[config.mk]
export PLATFORM = sky130hd
export DESIGN_NAME = kronos_wb_arbiter_flat
export DESIGN_NICKNAME = d
export VERILOG_FILES = /design/src/rtl/kronos_wb_arbiter_pkg.sv /design/src/rtl/kronos_wb_arbiter_if.sv /design/src/rtl/kronos_wb_scoreboard.sv /design/src/rtl/kronos_wb_arbiter.sv /design/src/flat_wrapper.sv
export SDC_FILE = /design/constraint.sdc
export NUM_CORES = 1
export LEC_CHECK = 0
export ABC_AREA = 1
export BUFFER_PORTS_ARGS = -buffer_cell sky130_fd_sc_hd__buf_2
export CAP_MARGIN = 20
export CORE_AREA = 2 2 103 105
export CTS_BUF_LIST = sky130_fd_sc_hd__clkbuf_16
export DETAILED_ROUTE_END_ITERATION = 10
export DIE_AREA = 0 0 105 107
export GPL_ROUTABILITY_DRIVEN = 0
export GPL_TIMING_DRIVEN = 1
export MAX_ROUTING_LAYER = met4
export PLACE_DENSITY = 0.74
export RECOVER_POWER = 100
export SETUP_SLACK_MARGIN = 0.05
export SLEW_MARGIN = 20
export SYNTH_ARGS = -nofsm -noshare
export SYNTH_HDL_FRONTEND = slang
export SYNTH_HIERARCHICAL = 1
export SYNTH_SLANG_ARGS = --single-unit
[constraint.sdc]
create_clock -name clk -period 2 [get_ports clk]
set_clock_uncertainty 0.15 [all_clocks]
set_input_delay 0.3 -clock clk [delete_from_list [all_inputs] [get_ports clk]]
set_output_delay 0.3 -clock clk [all_outputs]
set_load 0.005 [all_outputs]
[src/rtl/kronos_wb_arbiter_pkg.sv]
// Shared types for the register-file writeback arbiter and its scoreboard.
package kronos_wb_arbiter_pkg;

    localparam int REG_W    = 5;   // register index width
    localparam int XLEN     = 32;  // register data width
    localparam int STARVE_W = 4;   // holds STARVE_LIMIT up to 15
    localparam int CNT_W    = 3;   // holds MAX_OUTSTANDING up to 7

    // Which requester owns the write port this cycle.
    typedef enum logic [1:0] {WB_NONE, WB_ALU, WB_LSU, WB_CSR} wb_src_e;

    // One writeback payload: destination register and its value.
    typedef struct packed {
        logic [4:0]  rd;
        logic [31:0] data;
    } pipeWB_t;

endpackage

[src/rtl/kronos_wb_arbiter_if.sv]
// Writeback bus between decode/execute units (master) and the arbiter (slave).
interface kronos_wb_arbiter_if;

    logic        issue_vld;
    logic [4:0]  issue_rd;
    logic        issue_rdy;

    logic        alu_vld;
    logic        alu_rdy;
    logic [4:0]  alu_rd;
    logic [31:0] alu_data;

    logic        lsu_vld;
    logic        lsu_rdy;
    logic [4:0]  lsu_rd;
    logic [31:0] lsu_data;

    logic        csr_vld;
    logic        csr_rdy;
    logic [4:0]  csr_rd;
    logic [31:0] csr_data;

    logic        regwr_en;
    logic [4:0]  regwr_sel;
    logic [31:0] regwr_data;
    logic        regwr_pending;

    logic [4:0]  rs1;
    logic [4:0]  rs2;
    logic        rs1_busy;
    logic        rs2_busy;

    // Requesters, issue logic and decode drive requests and consume results.
    modport master (
        output issue_vld, issue_rd,
        output alu_vld, alu_rd, alu_data,
        output lsu_vld, lsu_rd, lsu_data,
        output csr_vld, csr_rd, csr_data,
        output rs1, rs2,
        input  issue_rdy, alu_rdy, lsu_rdy, csr_rdy,
        input  regwr_en, regwr_sel, regwr_data, regwr_pending,
        input  rs1_busy, rs2_busy
    );

    // The arbiter accepts requests and owns the register write port.
    modport slave (
        input  issue_vld, issue_rd,
        input  alu_vld, alu_rd, alu_data,
        input  lsu_vld, lsu_rd, lsu_data,
        input  csr_vld, csr_rd, csr_data,
        input  rs1, rs2,
        output issue_rdy, alu_rdy, lsu_rdy, csr_rdy,
        output regwr_en, regwr_sel, regwr_data, regwr_pending,
        output rs1_busy, rs2_busy
    );

endinterface

[src/rtl/kronos_wb_scoreboard.sv]
// Scoreboard of long-latency destinations (loads / CSR reads) that have left
// decode but not yet been written back: a per-register bitmap plus a count
// that throttles issue at MAX_OUTSTANDING.
module kronos_wb_scoreboard
    import kronos_wb_arbiter_pkg::*;
#(
    parameter int MAX_OUTSTANDING = 2
) (
    input  logic             clk,
    input  logic             rst,
    input  logic             issue_en,   // accepted issue with rd != 0
    input  logic [REG_W-1:0] issue_rd,
    input  logic             clear_en,   // LSU/CSR writeback with rd != 0
    input  logic [REG_W-1:0] clear_rd,
    input  logic [REG_W-1:0] rs1,
    input  logic [REG_W-1:0] rs2,
    output logic             rs1_busy,
    output logic             rs2_busy,
    output logic             issue_rdy,
    output logic             outstanding
);

    if (MAX_OUTSTANDING < 1 || MAX_OUTSTANDING > 7) begin : g_bad_max_outstanding
        $error("MAX_OUTSTANDING must be in 1..7");
    end

    localparam logic [CNT_W-1:0] CNT_MAX = CNT_W'(MAX_OUTSTANDING);

    logic [31:0]      sb_q, sb_d;
    logic [CNT_W-1:0] count_q, count_d;

    // Next bitmap: clear first so a same-register issue in this cycle wins.
    always_comb begin
        // NOTE: every always_comb output gets a default first so no path leaves it unassigned (no latch).
        sb_d = sb_q;
        if (clear_en) sb_d[clear_rd] = 1'b0;
        if (issue_en) sb_d[issue_rd] = 1'b1;
        sb_d[0] = 1'b0;  // x0 is never pending
    end

    // Next count: simultaneous issue and retire cancel; retire at zero holds.
    always_comb begin
        count_d = count_q;
        unique case ({issue_en, clear_en})
            2'b10:   count_d = count_q + 1'b1;
            2'b01:   if (count_q != '0) count_d = count_q - 1'b1;
            default: count_d = count_q;
        endcase
    end

    // Bitmap and count registers.
    always_ff @(posedge clk or posedge rst) begin
        if (rst) begin
            // NOTE: the bitmap is state the decode stage trusts, so unlike a data RAM it must be reset.
            sb_q    <= '0;
            count_q <= '0;
        end else begin
            // NOTE: sequential state uses non-blocking assignment so all flops update from pre-edge values.
            sb_q    <= sb_d;
            count_q <= count_d;
        end
    end

    assign rs1_busy    = (rs1 != '0) && sb_q[rs1];
    assign rs2_busy    = (rs2 != '0) && sb_q[rs2];
    assign issue_rdy   = (count_q < CNT_MAX);
    assign outstanding = (count_q != '0);

    // A writeback retiring a scoreboarded op with nothing outstanding is a protocol error.
    a_no_underflow: assert property (
        @(posedge clk) disable iff (rst) !(clear_en && !issue_en && count_q == '0)
    );

endmodule

[src/rtl/kronos_wb_arbiter.sv]
// Register-file writeback arbiter. Picks one of ALU / LSU / CSR per cycle
// (LSU > CSR > ALU), registers the winner onto regwr_*, and tracks pending
// long-latency destinations for decode hazard checks.
// Build option KRONOS_WB_STARVE_GUARD_EN: when defined, an ALU request that
// has waited STARVE_LIMIT cycles is promoted above LSU and CSR; when undefined
// the priority is purely fixed and no starvation counter exists.
module kronos_wb_arbiter
    import kronos_wb_arbiter_pkg::*;
#(
    parameter int STARVE_LIMIT    = 4,
    parameter int MAX_OUTSTANDING = 2
) (
    input  logic                 clk,
    input  logic                 rst,
    kronos_wb_arbiter_if.slave   wb
);

    if (STARVE_LIMIT < 1 || STARVE_LIMIT > 15) begin : g_bad_starve_limit
        $error("STARVE_LIMIT must be in 1..15");
    end

    wb_src_e grant;
    pipeWB_t win;
    logic    promote_alu;
    logic    xfer;
    logic    clear_en;
    logic    issue_en;
    logic    sb_outstanding;

    logic    regwr_en_q;
    pipeWB_t regwr_q;

`ifdef KRONOS_WB_STARVE_GUARD_EN
    localparam logic [STARVE_W-1:0] STARVE_MAX = STARVE_W'(STARVE_LIMIT);

    logic [STARVE_W-1:0] starve_q;

    // Count cycles the ALU waits while valid; clear on its transfer or when idle.
    always_ff @(posedge clk or posedge rst) begin
        if (rst) begin
            starve_q <= '0;
        end else if (!wb.alu_vld || wb.alu_rdy) begin
            starve_q <= '0;
        end else if (starve_q != STARVE_MAX) begin
            starve_q <= starve_q + 1'b1;
        end
    end

    assign promote_alu = (starve_q == STARVE_MAX);
`else
    assign promote_alu = 1'b0;
`endif

    // Grant selection: a starved ALU first, otherwise LSU > CSR > ALU.
    always_comb begin
        grant = WB_NONE;
        if (promote_alu && wb.alu_vld) grant = WB_ALU;
        else if (wb.lsu_vld)           grant = WB_LSU;
        else if (wb.csr_vld)           grant = WB_CSR;
        else if (wb.alu_vld)           grant = WB_ALU;
    end

    // Payload of the granted requester.
    always_comb begin
        win = '0;
        unique case (grant)
            WB_ALU:  win = '{rd: wb.alu_rd, data: wb.alu_data};
            WB_LSU:  win = '{rd: wb.lsu_rd, data: wb.lsu_data};
            WB_CSR:  win = '{rd: wb.csr_rd, data: wb.csr_data};
            default: win = '0;
        endcase
    end

    assign wb.alu_rdy = (grant == WB_ALU);
    assign wb.lsu_rdy = (grant == WB_LSU);
    assign wb.csr_rdy = (grant == WB_CSR);

    // Grant implies the requester is valid, so any grant is a transfer.
    assign xfer     = (grant != WB_NONE);
    assign clear_en = ((grant == WB_LSU) || (grant == WB_CSR)) && (win.rd != '0);
    assign issue_en = wb.issue_vld && wb.issue_rdy && (wb.issue_rd != '0);

    // Output register: one write strobe per transfer to a non-zero rd.
    always_ff @(posedge clk or posedge rst) begin
        if (rst) begin
            regwr_en_q <= 1'b0;
            regwr_q    <= '0;
        end else if (xfer && (win.rd != '0)) begin
            regwr_en_q <= 1'b1;
            regwr_q    <= win;
        end else begin
            regwr_en_q <= 1'b0;
        end
    end

    kronos_wb_scoreboard #(
        .MAX_OUTSTANDING (MAX_OUTSTANDING)
    ) u_scoreboard (
        .clk         (clk),
        .rst         (rst),
        .issue_en    (issue_en),
        .issue_rd    (wb.issue_rd),
        .clear_en    (clear_en),
        .clear_rd    (win.rd),
        .rs1         (wb.rs1),
        .rs2         (wb.rs2),
        .rs1_busy    (wb.rs1_busy),
        .rs2_busy    (wb.rs2_busy),
        .issue_rdy   (wb.issue_rdy),
        .outstanding (sb_outstanding)
    );

    assign wb.regwr_en      = regwr_en_q;
    assign wb.regwr_sel     = regwr_q.rd;
    assign wb.regwr_data    = regwr_q.data;
    assign wb.regwr_pending = sb_outstanding || regwr_en_q
                              || wb.alu_vld || wb.lsu_vld || wb.csr_vld;

endmodule
[src/flat_wrapper.sv]
// flat-port wrapper written by rule: the top's interface ports become plain ports
module kronos_wb_arbiter_flat import kronos_wb_arbiter_pkg::*;
#(
    parameter int STARVE_LIMIT    = 4,
    parameter int MAX_OUTSTANDING = 2
)
  (clk, rst, wb_issue_vld, wb_issue_rd, wb_alu_vld, wb_alu_rd, wb_alu_data, wb_lsu_vld, wb_lsu_rd, wb_lsu_data, wb_csr_vld, wb_csr_rd, wb_csr_data, wb_rs1, wb_rs2, wb_issue_rdy, wb_alu_rdy, wb_lsu_rdy, wb_csr_rdy, wb_regwr_en, wb_regwr_sel, wb_regwr_data, wb_regwr_pending, wb_rs1_busy, wb_rs2_busy);
  kronos_wb_arbiter_if wb_i ();
  input  logic clk;
  input  logic rst;
  input wire logic [$bits(wb_i.issue_vld)-1:0] wb_issue_vld;
  input wire logic [$bits(wb_i.issue_rd)-1:0] wb_issue_rd;
  input wire logic [$bits(wb_i.alu_vld)-1:0] wb_alu_vld;
  input wire logic [$bits(wb_i.alu_rd)-1:0] wb_alu_rd;
  input wire logic [$bits(wb_i.alu_data)-1:0] wb_alu_data;
  input wire logic [$bits(wb_i.lsu_vld)-1:0] wb_lsu_vld;
  input wire logic [$bits(wb_i.lsu_rd)-1:0] wb_lsu_rd;
  input wire logic [$bits(wb_i.lsu_data)-1:0] wb_lsu_data;
  input wire logic [$bits(wb_i.csr_vld)-1:0] wb_csr_vld;
  input wire logic [$bits(wb_i.csr_rd)-1:0] wb_csr_rd;
  input wire logic [$bits(wb_i.csr_data)-1:0] wb_csr_data;
  input wire logic [$bits(wb_i.rs1)-1:0] wb_rs1;
  input wire logic [$bits(wb_i.rs2)-1:0] wb_rs2;
  output wire logic [$bits(wb_i.issue_rdy)-1:0] wb_issue_rdy;
  output wire logic [$bits(wb_i.alu_rdy)-1:0] wb_alu_rdy;
  output wire logic [$bits(wb_i.lsu_rdy)-1:0] wb_lsu_rdy;
  output wire logic [$bits(wb_i.csr_rdy)-1:0] wb_csr_rdy;
  output wire logic [$bits(wb_i.regwr_en)-1:0] wb_regwr_en;
  output wire logic [$bits(wb_i.regwr_sel)-1:0] wb_regwr_sel;
  output wire logic [$bits(wb_i.regwr_data)-1:0] wb_regwr_data;
  output wire logic [$bits(wb_i.regwr_pending)-1:0] wb_regwr_pending;
  output wire logic [$bits(wb_i.rs1_busy)-1:0] wb_rs1_busy;
  output wire logic [$bits(wb_i.rs2_busy)-1:0] wb_rs2_busy;
  assign wb_i.issue_vld = wb_issue_vld;
  assign wb_i.issue_rd = wb_issue_rd;
  assign wb_i.alu_vld = wb_alu_vld;
  assign wb_i.alu_rd = wb_alu_rd;
  assign wb_i.alu_data = wb_alu_data;
  assign wb_i.lsu_vld = wb_lsu_vld;
  assign wb_i.lsu_rd = wb_lsu_rd;
  assign wb_i.lsu_data = wb_lsu_data;
  assign wb_i.csr_vld = wb_csr_vld;
  assign wb_i.csr_rd = wb_csr_rd;
  assign wb_i.csr_data = wb_csr_data;
  assign wb_i.rs1 = wb_rs1;
  assign wb_i.rs2 = wb_rs2;
  assign wb_issue_rdy = wb_i.issue_rdy;
  assign wb_alu_rdy = wb_i.alu_rdy;
  assign wb_lsu_rdy = wb_i.lsu_rdy;
  assign wb_csr_rdy = wb_i.csr_rdy;
  assign wb_regwr_en = wb_i.regwr_en;
  assign wb_regwr_sel = wb_i.regwr_sel;
  assign wb_regwr_data = wb_i.regwr_data;
  assign wb_regwr_pending = wb_i.regwr_pending;
  assign wb_rs1_busy = wb_i.rs1_busy;
  assign wb_rs2_busy = wb_i.rs2_busy;
  kronos_wb_arbiter #(.STARVE_LIMIT(STARVE_LIMIT), .MAX_OUTSTANDING(MAX_OUTSTANDING)) u_core (.clk(clk), .rst(rst), .wb(wb_i));
endmodule
; Word level (Yosys, flattened, before mapping)
; Cells that the tools add are included.
[totals]
mem_count = 0
latchBits = 0
output_inout_bits = 45
word_cells = 61
ff_bits = 72
rom_bits = 0
input_bits = 132
mem_bits_rw = 0
[classes]
magnitude_cmp = 7
reduce_logical = 21
multipliers = 0
n_div = 0
n_bitwise = 3
n_eq_ne = 6
n_shift = 0
addsub = 2
mux = 17
[op_table]
columns = cell, n
row1 = $pmux 37 s3, 1
row2 = $mux 32, 2
row3 = $and 32x32->32, 1
row4 = $not 32->32, 1
row5 = $or 32x32->32, 1
row6 = $lt 5x6->1 const B, 4
row7 = $reduce_bool 5->1, 4
row8 = $bmux 1 s5, 2
row9 = $demux 1 s5, 2
row10 = $ge 5x1->1 const B, 2
row11 = $logic_and 1x1->1, 8
row12 = $eq 2x2->1 const B, 3
row13 = $mux 1, 6
row14 = $pmux 3 s2, 1
row15 = $logic_or 1x1->1, 5
row16 = $eq 2x1->1 const B, 2
row17 = $mux 2, 2
row18 = $reduce_bool 2->1, 2
row19 = $add 3x1->3 const B, 1
row20 = $lt 3x2->1 const B, 1
row21 = $mux 3, 1
row22 = $reduce_bool 3->1, 1
row23 = $sub 3x1->3 const B, 1
row24 = $ne 2x1->1 const B, 1
row25 = $reduce_and 2->1, 1

; Depth between registers and ports, before layout
; Gate-level depths: netlist of run 1.
[logic_depth]
depth_word = 14
ltp_mapped = 16
depth_no_buf = 15

; Hierarchy
; Netlist of run 1, hierarchy kept.
[by_module_without_submodules]
columns = module, area_per_inst_um2, n_inst, seq_area_each_um2, cells_each
row1 = kronos_wb_arbiter, 2275.9, 1, 950.9, 344
row2 = kronos_wb_scoreboard, 2190.9, 1, 850.8, 333

; Least setup slack after synthesis of run 1
; Ideal clock, no wire load.
[synth_path]
path_kind = input to register
start = in wb_csr_vld
end = reg u_core.u_scoreboard.count_q[2]
cell_stages = 15
path_buffers = 2
setup_time_ps = 118
t_arrival_ps = 2428
t_required_ps = 1732
setup_slack_ps = -696
path_cell_list = inv_1 nor2_2 nand2_1 nand3_2 nor2_2 buf_6 buf_4 a21oi_1 inv_1 nor2_1 inv_1 fa_1 o21ai_0 xnor2_1 inv_1
[synth_rtl]
columns = element, line_no
row1 = "start, declared", flat_wrapper.sv:19  ; input wire logic [$bits(wb_i.csr_vld)-1:0] wb_csr_vld;
row2 = "end signal, assigned", kronos_wb_scoreboard.sv:60  ; count_q <= count_d;
row3 = "end, declared", kronos_wb_scoreboard.sv:30  ; logic [CNT_W-1:0] count_q, count_d;

==> metrics.md, run 1 <==
| Metric | Value |
|---|---|
| Crit path max-delay family | `simple AND/OR/NAND/NOR gates` |
| Initial antenna violation count | `0` |
| Worst skew pair latency | `around 0.33 ns` |
| Fin. max-slew vios | `0` |
| Sequential share of the synthesized area | `around 40%` |
| Routed WL | `around 15 mm` |
| Delay of the slowest critical-path stage | `roughly 0.38 ns` |
| Final hold violation count | `0` |
| Fmax achieved | `514 MHz` |
| Largest net degree at the start of global routing | `39` |
| CTS sink cnt | `slightly above 70` |
| Syn_area_per_cell | `6.60 µm²` |
| Fin crit period | `a little under 2 ns` |
| WP data arrival | `2.02 ns` |
| WP data required | `2.07 ns` |
| Antenna cells | `0` |
| Final nets | `approximately 1,000` |
| Synth area leaders | `dfrtp_1 40%, nand2_1 23%, nand3_1 16%, o21ai_0 7.1%, inv_1 5.0%` |
| DR vias/cell | `a little over 5` |
| Max transition margin | `about two fifths` |
| DRT iter0 DRCs | `between 200 and 300` |
| Fraction of layout cells with a size suffix above 1 | `roughly 29%` |
| Worst-path cell chain | `buf_12 > nor2_4 > buf_6 > nand3_2 > nand3_2 > nor2_4 > a21oi_4 > inv_2 > nor2_4 > inv_2 > fa_2 > nand3_2 > o21ai_2 > xnor2_1 > inv_1` |
| CP endpoint kind | `flip-flop` |
| Port-buffer cells | `roughly 180` |
| Core box area | `~10,000 µm²` |
| Mapped Nets | `approximately 800` |
| Vias | `5,213` |
| DIE AREA | `around 11,000 µm²` |
| #FFs+latches synth | `approximately 70` |
| Initial Utilization | `around 44%` |
| Final setup fails | `0` |
| RSZ-0062 raised after global routing | `yes` |
| Most common cell after layout, fill and taps aside | `nand2_1` |
| CP startpoint kind | `primary input` |
| DRC viols | `0` |
| Yosys top cell by area | `dfrtp_1` |
| Most frequent cells in the layout | `266 x nand2_1, 146 x buf_2, 133 x nand3_1` |
| Place WS | `-0.317 ns` |
| Maximum VDD drop | `0.400 mV` |
| Clock-pin slew on the worst setup and hold paths | `about 0.06 ns` |
| Drt first pass iters | `5` |
| Synth unique cells | `22` |
| Share of the synthesized area in the top cell type | `40.3%` |
| H-tree level count | `3` |
| Global-route wire length before repair | `23.6 mm` |
| DR WL/cell | `14.1 µm` |
| Clock buffer count from CTS | `9` |
| Crit Path Max Fanout | `7` |
| # rows | `37` |
| Vias in the first global route | `4,908` |
| WP buf/inv | `5` |
| Syn Inst Count | `between 600 and 700` |
| Final worst slack | `between 0.05 and 0.06 ns` |
| Clock Tree Root | `clkbuf_16` |
| Status | `complete, no violations` |
| Leakage | `between 3 and 4 nW` |
| Final std cells w/o fill | `roughly 1,000` |
| Total grt overflow | `0` |
| Setup Crit Path Kind | `in2reg` |
| Max_cap viols | `0` |
| Yosys warns | `6` |
| # IOs | `about 180` |
| Total GRT Usage | `a little over a quarter` |
| Inst Count DP | `roughly 1,000` |
| Period utilisation layout | `roughly 97%` |
| Die span in y | `between 100 and 150 µm` |
| Cell Area, Synth | `approximately 4500 µm²` |
| Slew @ Worst Pin | `0.919 ns` |
| Antenna viol nets, final | `0` |
| CTS Buffer Depth | `2` |
| Class of the worst hold path | `in2reg` |
| Area Growth Syn to Fin | `37.3%` |
| Final HPWL DP | `around 11 mm` |
| CTS tree | `yes` |
| Slowest cell on crit path | `fa_2` |
| Final Power | `4.93 mW` |
| PwrDens | `~800 nW/µm²` |
| Die width | `105 µm` |
[worst paths after layout]
path / startpoint / to / slack (ns) / depth (start not counted)
min in group asynchronous: rst / u_core/wb.regwr_data[25] / 0.20 / 3
setup reg to reg: u_core/u_scoreboard/count_q[2] / u_core/u_scoreboard/sb_q[6] / 0.23 / 6
setup / recovery: wb_lsu_vld / u_core/u_scoreboard/count_q[2] / 0.05 / 15
hold reg to reg: u_core/u_scoreboard/count_q[0] / u_core/u_scoreboard/count_q[0] / 0.32 / 1
max in group asynchronous: rst / u_core/wb.regwr_data[12] / 0.44 / 4
hold / removal: wb_alu_data[24] / u_core/wb.regwr_data[24] / 0.11 / 5
[cell families (layout without fill, tap and decap cells)]
| kind of cell | count (synthesis) | in the layout | synth area share, % |
|---|---|---|---|
| DFF | 72 | 72 | 40.3 |
| AOI/OAI and AO/OA | 69 | 69 | 7.82 |
| and+or+nand+nor | 443 | 443 | 41.9 |
| buffers and inverters | 90 | 306 | 9.13 |
| xor gates and xnor gates | 2 | 2 | 0.392 |
| adders and majority gates | 1 | 1 | 0.448 |
[report_power, final]
part | total, mW | internal [mW] | switching, mW
Combinational | 1.53 | 0.639 | 0.886
Sequential | 1.98 | 1.77 | 0.210
Clock | 1.43 | 0.827 | 0.599
[cell type report]
class                           instances  area (µm²)
Clock buffer                            9         225
Timing Repair Buffer                  228        1280
Sequential cell                        72        1800
Multi-Input combinational cell        515        2380
Tap cell                              136         170
Fill cell                            1000        3960
Inverter                               62         233
Clock inverter                          7        38.8
[worst reg2reg max path, stage by stage, from the launching register on]
cell	delay, ns
dfrtp_1	0.40
nor2_2	0.17
nand3_1	0.09
inv_1	0.12
buf_4	0.15
nand3_1	0.29
o21ai_0	0.29
[Yosys cell counts (all sizes together)]
cell and number:
dfrtp 72, o21ai 63, xor2 1, a31oi 1
buf 21, nor3 2, nand3 144, fa 1
clkbuf 7, a21oi 4, o211ai 1, nor2 22
xnor2 1, inv 62, nand2 274, or2 1
[stage by stage]
| stage | cell area (µm²) | hold WS, ns | TNS [ns] | util, % |
|---|---|---|---|---|
| final | 6130 | 0.114 | 0 | 60.8 |
| after floorplan | 4520 | 0.292 | -0.563 | - |
| after CTS | 6050 | 0.110 | 0 | 59.9 |
| after global placement | 5750 | 0.00819 | -6.22 | 57.0 |
| after global routing | 6130 | 0.123 | -0.0922 | 60.8 |
| after detailed placement | 5750 | 0.0111 | -7.65 | 57.0 |
[registers in the layout (all words and copies together), names as in the netlist]
| name | flops |
|---|---|
| u_core/u_scoreboard/sb_q | 31 |
| u_core/wb.regwr_en | 1 |
| u_core/u_scoreboard/count_q | 3 |
| u_core/wb.regwr_data | 32 |
| u_core/wb.regwr_sel | 5 |
[layer usage]
metal	part of all wire (%)	track usage [%]	vias up
met5	0	-	-
met4	1.9	8.86	0
met3	6.7	5.90	26
met2	50	45.5	245
met1	42	32.0	2340
li1	-	-	2602
[what timing repair did]
action | in CTS | in global routing
buffers inserted | 2 | 5
hold buffers | 1 | 0
pin swaps | 1 | 20
endpoints found under the setup margin | 2 | 6
resized for setup | 2 | 36
endpoints found under the hold margin | 70 | 0
(Power assumes the default switching activity.)
==> run 2, diff against run 1 <==
CORE_AREA = 2 2 126 128   (was 2 2 103 105)
CTS_BUF_LIST = sky130_fd_sc_hd__clkbuf_8   (was sky130_fd_sc_hd__clkbuf_16)
DIE_AREA = 0 0 128 130   (was 0 0 105 107)
GPL_TIMING_DRIVEN = 0   (was 1)
PLACE_DENSITY = not set   (was 0.74)
==> run 2 against run 1 <==
Effect of this change:
- power grew 0.10%
- largest cell class unchanged
- the flow now finishes with violations (setup timing)
- final area increased by 2.5%
- highest routed layer unchanged
- maximum frequency decreased by 5.1%
- sequential share of layout area down 0.72 points
==> metrics.md, run 2 (same netlist as run 1, synthesis figures left out) <==
| Metric | Value |
|---|---|
| PwrDens | `785 nW/µm² (was 804 nW/µm²)` |
| Core box area | `15,400 µm² (was 10,100 µm²)` |
| Clock buffer count from CTS | `9 (unchanged)` |
| Slew @ Worst Pin | `0.873 ns (was 0.919 ns)` |
| Period utilisation layout | `103% (was 97.3%)` |
| Final std cells w/o fill | `1,092 (was 1,029)` |
| Slowest cell on crit path | `fa_2 (unchanged)` |
| CP endpoint kind | `flip-flop (unchanged)` |
| Worst-path cell chain | `buf_12 > buf_4 > nor2_4 > nand2_1 > nand3_4 > nor2_2 > buf_6 > a21oi_4 > inv_2 > nor2_4 > inv_2 > fa_2 > nand3_2 > o21ai_2 > xnor2_1 > inv_1 (was buf_12 > nor2_4 > buf_6 > nand3_2 > nand3_2 > nor2_4 > a21oi_4 > inv_2 > nor2_4 > inv_2 > fa_2 > nand3_2 > o21ai_2 > xnor2_1 > inv_1)` |
| Final worst slack | `-0.0515 ns (was 0.0533 ns)` |
| WP data arrival | `2.13 ns (was 2.02 ns)` |
| # IOs | `177 (unchanged)` |
| Most common cell after layout, fill and taps aside | `nand2_1 (unchanged)` |
| Maximum VDD drop | `0.407 mV (was 0.400 mV)` |
| Initial antenna violation count | `1 (was 0)` |
| # rows | `46 (was 37)` |
| Port-buffer cells | `175 (was 176)` |
| Vias | `5,268 (was 5,213)` |
| Fillers | `1,647 (was 1,000)` |
| Most frequent cells in the layout | `265 x nand2_1, 177 x buf_2, 128 x nand3_1 (was 266 x nand2_1, 146 x buf_2, 133 x nand3_1)` |
| Largest register FFs | `32 (unchanged)` |
| Delay of the slowest critical-path stage | `0.35 ns (was 0.38 ns)` |
| DR WL/cell | `14.8 µm (was 14.1 µm)` |
| DRT iter0 DRCs | `249 (was 261)` |
| Die span in y | `130 µm (was 107 µm)` |
| Reg2reg setup slack | `0.09 ns (was 0.23 ns)` |
| DIE AREA | `16,600 µm² (was 11,200 µm²)` |
| RSZ-0062 raised after global routing | `yes (unchanged)` |
| Largest net degree at the start of global routing | `35 (was 39)` |
| Place WS | `-0.928 ns (was -0.317 ns)` |
| Crit Path Max Fanout | `5 (was 7)` |
| Final nets | `1,026 (was 1,021)` |
| DR vias/cell | `4.82 (was 5.07)` |
| Area Growth Syn to Fin | `40.7% (was 37.3%)` |
| Clock-pin slew on the worst setup and hold paths | `0.08 ns (was 0.06 ns)` |
| Final hold violation count | `0 (unchanged)` |
| Clock Tree Root | `clkbuf_8 (was clkbuf_16)` |
| Setup_tns | `-0.0515 ns (was 0 ns)` |
| Final setup fails | `1 (was 0)` |
| Total grt overflow | `0 (unchanged)` |
| CTS tree | `yes (unchanged)` |
| CP startpoint kind | `primary input (unchanged)` |
| Worst skew pair latency | `0.34 ns (was 0.33 ns)` |
| CTS Buffer Depth | `2 (unchanged)` |
| Drt first pass iters | `6 (was 5)` |
| Inst Count DP | `1,045 (was 1,005)` |
| WP buf/inv | `6 (was 5)` |
| Max transition margin | `41.8% (was 38.8%)` |
| Final Power | `4.94 mW (was 4.93 mW)` |
| Setup Crit Path Kind | `in2reg (unchanged)` |
| Fin. max-slew vios | `0 (unchanged)` |
| Total GRT Usage | `19.9% (was 26.9%)` |
| Util after Layout | `40.8% (was 60.8%)` |
| Global-route wire length before repair | `25.2 mm (was 23.6 mm)` |
| Routed WL | `16.1 mm (was 14.5 mm)` |
| DRC viols | `0 (unchanged)` |
| Failing checks | `setup timing` |
| Status | `finished with violations (was complete, no violations)` |
| Leakage | `3.41 nW (was 3.35 nW)` |
| H-tree level count | `3 (unchanged)` |
| CTS sink cnt | `72 (unchanged)` |
| Vias in the first global route | `5,084 (was 4,908)` |
| Fraction of layout cells with a size suffix above 1 | `33.0% (was 29.0%)` |
| WP data required | `2.08 ns (was 2.07 ns)` |
| Antenna viol nets, final | `0 (unchanged)` |
| Class of the worst hold path | `in2reg (unchanged)` |
| Max_cap viols | `0 (unchanged)` |
| Fin crit period | `2.05 ns (was 1.95 ns)` |
| Crit path max-delay family | `simple AND/OR/NAND/NOR gates (unchanged)` |
| Fmax achieved | `487 MHz (was 514 MHz)` |
| Die width | `128 µm (was 105 µm)` |
| Initial Utilization | `29.0% (was 44.3%)` |
| Final HPWL DP | `12.2 mm (was 10.8 mm)` |
## run 2: changes by cell type in the layout (fill, tap and decap cells not counted), moves of 4 or more
cell       change
clkbuf_16      -8
buf_4         -12
clkbuf_1      -21
nand3_1        -5
buf_2         +31
buf_6          +5
inv_1          -4
clkbuf_8      +12
## run 2: metrics by stage
stage / hold WS (ns) / area (µm²)
final: 0.0944 / 6290
after global routing: 0.0906 / 6280
after CTS: 0.0733 / 6180
after detailed placement: 0.0616 / 5660
after global placement: 0.306 / 5640
after floorplan: 0.292 / 4520
## run 2: final timing paths
kind	startpoint	depth (start not counted)	end
max in group asynchronous	rst	4	u_core/wb.regwr_sel[1]
min	wb_alu_data[22]	5	u_core/wb.regwr_data[22]
max reg2reg	u_core/u_scoreboard/count_q[2]	10	u_core/u_scoreboard/count_q[0]
max	wb_lsu_vld	16	u_core/u_scoreboard/count_q[2]
min reg2reg	u_core/u_scoreboard/count_q[0]	1	u_core/u_scoreboard/count_q[0]
min in group asynchronous	rst	3	u_core/wb.regwr_data[26]
## run 2: timing repair
item                                   in CTS  in global routing
pin swaps                                  22                 27
setup endpoints to repair                  35                 54
resized for setup                          27                 31
hold buffers                                1                  0
setup buffers                              25                  6
endpoints found under the hold margin      72                  0
gates cloned                                1                  1
## run 2: layout make-up
| cell class | instances | area, µm² | share of cell area [%] |
|---|---|---|---|
| clock buffer | 12 | 165 | 2.63 |
| clock inverter | 4 | 75.1 | 1.19 |
| antenna | 2 | 5.00 | 0.0796 |
| timing repair buffer | 207 | 1150 | 18.4 |
| sequential | 72 | 1800 | 28.7 |
| multi-input combinational | 516 | 2440 | 38.8 |
| buffer | 25 | 173 | 2.75 |
| tap | 192 | 240 | 3.82 |
| inverter | 62 | 236 | 3.76 |
## run 2: routing by layer
layer  vias up  global-route usage [%]  share of wire [%]
met2       210                    34.9                 50
li1       2608                       -                  -
met1      2425                    22.8                 41
met3        25                    4.18                7.2
met5         -                       -                  0
met4         0                    6.33                1.7
## run 2: power breakdown
part           leakage, nW  total [mW]  internal, mW  switching (mW)
Clock                0.115        1.36         0.805           0.557
Sequential           0.917        1.98          1.77           0.217
Combinational         2.38        1.59         0.669           0.921
## run 2: tightest hold or removal path: cells and delay by family
kind	cells	cell delay, ns
buffers and inverters	1	0.07
and+or+nand+nor	4	0.19
==> run 3, diff against run 2 <==
clock period = 2.1 ns   (was 2 ns; I/O delays follow)
==> run 3 against run 2 <==
Effect of this change:
- the run still ends with setup timing left
- die area unchanged
- core utilization shrank 0.71 points
- sequential power fell by 5%
- worst setup slack better by 0.029 ns
- cell count shrank 0.37%
- clock power is 4% lower
- via count fell by 1.1%
- non-clock buffer count fell by 4
- worst hold slack better by 0.013 ns
- sequential cell count unchanged
- highest routed layer unchanged
==> metrics.md, run 3 (same netlist as run 1, synthesis figures left out) <==
| Metric | Value |
|---|---|
| Sequential share of power | `40.5% (was 40.2%)` |
| Final std cells w/o fill | `1,088 (was 1,092)` |
| WP buf/inv | `5 (was 6)` |
| Most frequent cells in the layout | `269 x nand2_1, 154 x buf_2, 133 x nand3_1 (was 265 x nand2_1, 177 x buf_2, 128 x nand3_1)` |
| Pint | `3.05 mW (was 3.24 mW)` |
| Largest register FFs | `32 (unchanged)` |
| Total grt overflow | `0 (unchanged)` |
| Most common cell after layout, fill and taps aside | `nand2_1 (unchanged)` |
| Initial antenna violation count | `1 (unchanged)` |
| Port-buffer cells | `175 (unchanged)` |
| Class of the worst hold path | `in2reg (unchanged)` |
| Final nets | `1,022 (was 1,026)` |
| Final Power | `4.65 mW (was 4.94 mW)` |
| PwrDens | `753 nW/µm² (was 785 nW/µm²)` |
| Non-Filler Cell Area, Final | `6180 µm² (was 6290 µm²)` |
| Routed WL | `15.9 mm (was 16.1 mm)` |
| Fin crit period | `roughly 2.1 ns` |
| Place WS | `-0.843 ns (was -0.928 ns)` |
| # IOs | `177 (unchanged)` |
| Max transition margin | `16.7% (was 41.8%)` |
| Register area | `1800 µm² (unchanged)` |
| CTS tree | `yes (unchanged)` |
| Max_cap viols | `0 (unchanged)` |
| Fraction of layout cells with a size suffix above 1 | `28.3% (was 33.0%)` |
| Util after Layout | `40.0% (was 40.8%)` |
| Fmax achieved | `471 MHz` |
| Largest net degree at the start of global routing | `35 (unchanged)` |
| Final hold violation count | `0 (unchanged)` |
| Setup Crit Path Kind | `in2reg (unchanged)` |
| DR vias/cell | `4.79 (was 4.82)` |
| Inst Count DP | `1,045 (unchanged)` |
| DRT iter0 DRCs | `258 (was 249)` |
| Sw Ratio | `34.3% (about the same)` |
| CP startpoint kind | `primary input (unchanged)` |
| Initial Utilization | `29.0% (unchanged)` |
| Vias | `5,208 (was 5,268)` |
| DRC viols | `0 (unchanged)` |
| Delay of the slowest critical-path stage | `0.35 ns (about the same)` |
| Clock buffer count from CTS | `9 (unchanged)` |
| DIE AREA | `16,600 µm² (unchanged)` |
| Crit path max-delay family | `simple AND/OR/NAND/NOR gates (unchanged)` |
| Area Growth Syn to Fin | `38.3% (was 40.7%)` |
| Failing checks | `setup timing (unchanged)` |
| Clock-pin slew on the worst setup and hold paths | `0.09 ns (was 0.08 ns)` |
| H-tree level count | `3 (unchanged)` |
| Leakage | `3.31 nW (was 3.41 nW)` |
| Clock power frac | `28.0% (was 27.6%)` |
| Slowest cell on crit path | `fa_2 (unchanged)` |
| Multi-input logic area | `2380 µm² (was 2440 µm²)` |
| DR WL/cell | `14.6 µm (was 14.8 µm)` |
| Drt first pass iters | `5 (was 6)` |
| Maximum VDD drop | `0.367 mV (was 0.407 mV)` |
| Hold slack | `0.107 ns (was 0.0944 ns)` |
| Vias in the first global route | `5,011 (was 5,084)` |
| Fillers | `1,676 (was 1,647)` |
| Die span in y | `130 µm (unchanged)` |
| WP data required | `2.18 ns (was 2.08 ns)` |
| CP endpoint kind | `flip-flop (unchanged)` |
| CTS Buffer Depth | `2 (unchanged)` |
| Post-DP Area | `5660 µm² (unchanged)` |
| Die width | `128 µm (unchanged)` |
| Worst-path cell chain | `buf_8 > nor2_4 > nand2_2 > nor2_1 > nor2_1 > nand2_1 > nor2_2 > buf_6 > a21oi_4 > inv_2 > nor2_4 > inv_2 > fa_2 > nand3_2 > o21ai_2 > xnor2_1 > inv_1 (was buf_12 > buf_4 > nor2_4 > nand2_1 > nand3_4 > nor2_2 > buf_6 > a21oi_4 > inv_2 > nor2_4 > inv_2 > fa_2 > nand3_2 > o21ai_2 > xnor2_1 > inv_1)` |
| Clock Tree Root | `clkbuf_8 (unchanged)` |
| Final worst slack | `-0.0229 ns (was -0.0515 ns)` |
| Crit Path Max Fanout | `7 (was 5)` |
| Final HPWL DP | `12.2 mm (unchanged)` |
| WP data arrival | `2.21 ns (was 2.13 ns)` |
| RSZ-0062 raised after global routing | `yes (unchanged)` |
| Worst skew pair latency | `0.34 ns (about the same)` |
| Final setup fails | `1 (unchanged)` |
| # rows | `46 (unchanged)` |
| Total GRT Usage | `19.6% (was 19.9%)` |
| Setup_tns | `-0.0229 ns (was -0.0515 ns)` |
| Antenna viol nets, final | `0 (unchanged)` |
| Fin. max-slew vios | `0 (unchanged)` |
| Slew @ Worst Pin | `1.25 ns (was 0.873 ns)` |
| CTS sink cnt | `72 (unchanged)` |
| Sw Pwr | `1.60 mW (was 1.70 mW)` |
| Status | `finished with violations (unchanged)` |
| Combinational group share of total power | `31.5% (was 32.2%)` |
| Global-route wire length before repair | `24.9 mm (was 25.2 mm)` |
| Period utilisation layout | `101%` |
| Core box area | `15,400 µm² (unchanged)` |
==> run 3: cell count changes in the layout (fill, tap and decap cells not counted), sizes merged <==
cell,previous run,this run
buf,221,194
clkbuf,22,45
==> run 3: routing by layer <==
metal	share of wire, %	vias up	GRT usage [%]	wire, µm
li1	-	2602	-	-
met1	41	2377	22.7	6540
met2	50	206	33.9	7960
met3	7.1	23	4.18	1120
met4	1.8	0	6.21	291
met5	0	-	-	0
==> run 3: path summary, 6_finish.rpt <==
kind | from | end | slack, ns | depth (start not counted)
min in group asynchronous | rst | u_core/wb.regwr_data[26] | 0.25 | 3
hold / removal | wb_alu_data[5] | u_core/wb.regwr_data[5] | 0.11 | 5
hold reg to reg | u_core/u_scoreboard/count_q[0] | u_core/u_scoreboard/count_q[0] | 0.32 | 1
setup reg to reg | u_core/u_scoreboard/count_q[2] | u_core/u_scoreboard/count_q[2] | 0.25 | 10
setup / recovery | wb_csr_vld | u_core/u_scoreboard/count_q[2] | -0.02 | 17
max in group asynchronous | rst | u_core/u_scoreboard/sb_q[15] | 0.34 | 3
==> run 3: power by group through the flow <==
| stage | Clock [mW] | Combinational [mW] | Sequential [mW] |
|---|---|---|---|
| after floorplan | 0 | 0.835 | 1.84 |
| after global placement | 0 | 1.31 | 1.89 |
| after detailed placement | 0 | 1.34 | 1.90 |
| after CTS | 1.34 | 1.41 | 1.87 |
| after global routing | 1.40 | 1.66 | 1.92 |
| final | 1.30 | 1.46 | 1.89 |
==> run 3: repair_timing <==
item / in CTS / in global routing
endpoints found under the setup margin: 34 / 49
hold buffers: 1 / 0
endpoints found under the hold margin: 72 / 0
gates cloned: 0 / 2
resized for setup: 25 / 19
pin swaps: 17 / 19
setup buffers: 16 / 9
==> run 3: worst min-delay path: cells and delay by family <==
| family | cells | cell delay, ns |
|---|---|---|
| simple gates | 4 | 0.19 |
| buf+inv | 1 | 0.07 |
==> run 3: layout make-up <==
type                       count  share of cell area [%]
clock buffer                  12                    2.67
clock inverter                 4                    1.22
multi-input combinational    516                    38.6
inverter                      62                    3.83
tap                          192                    3.89
sequential                    72                    29.2
timing repair buffer         203                    17.9
buffer                        25                    2.67
antenna                        2                  0.0810
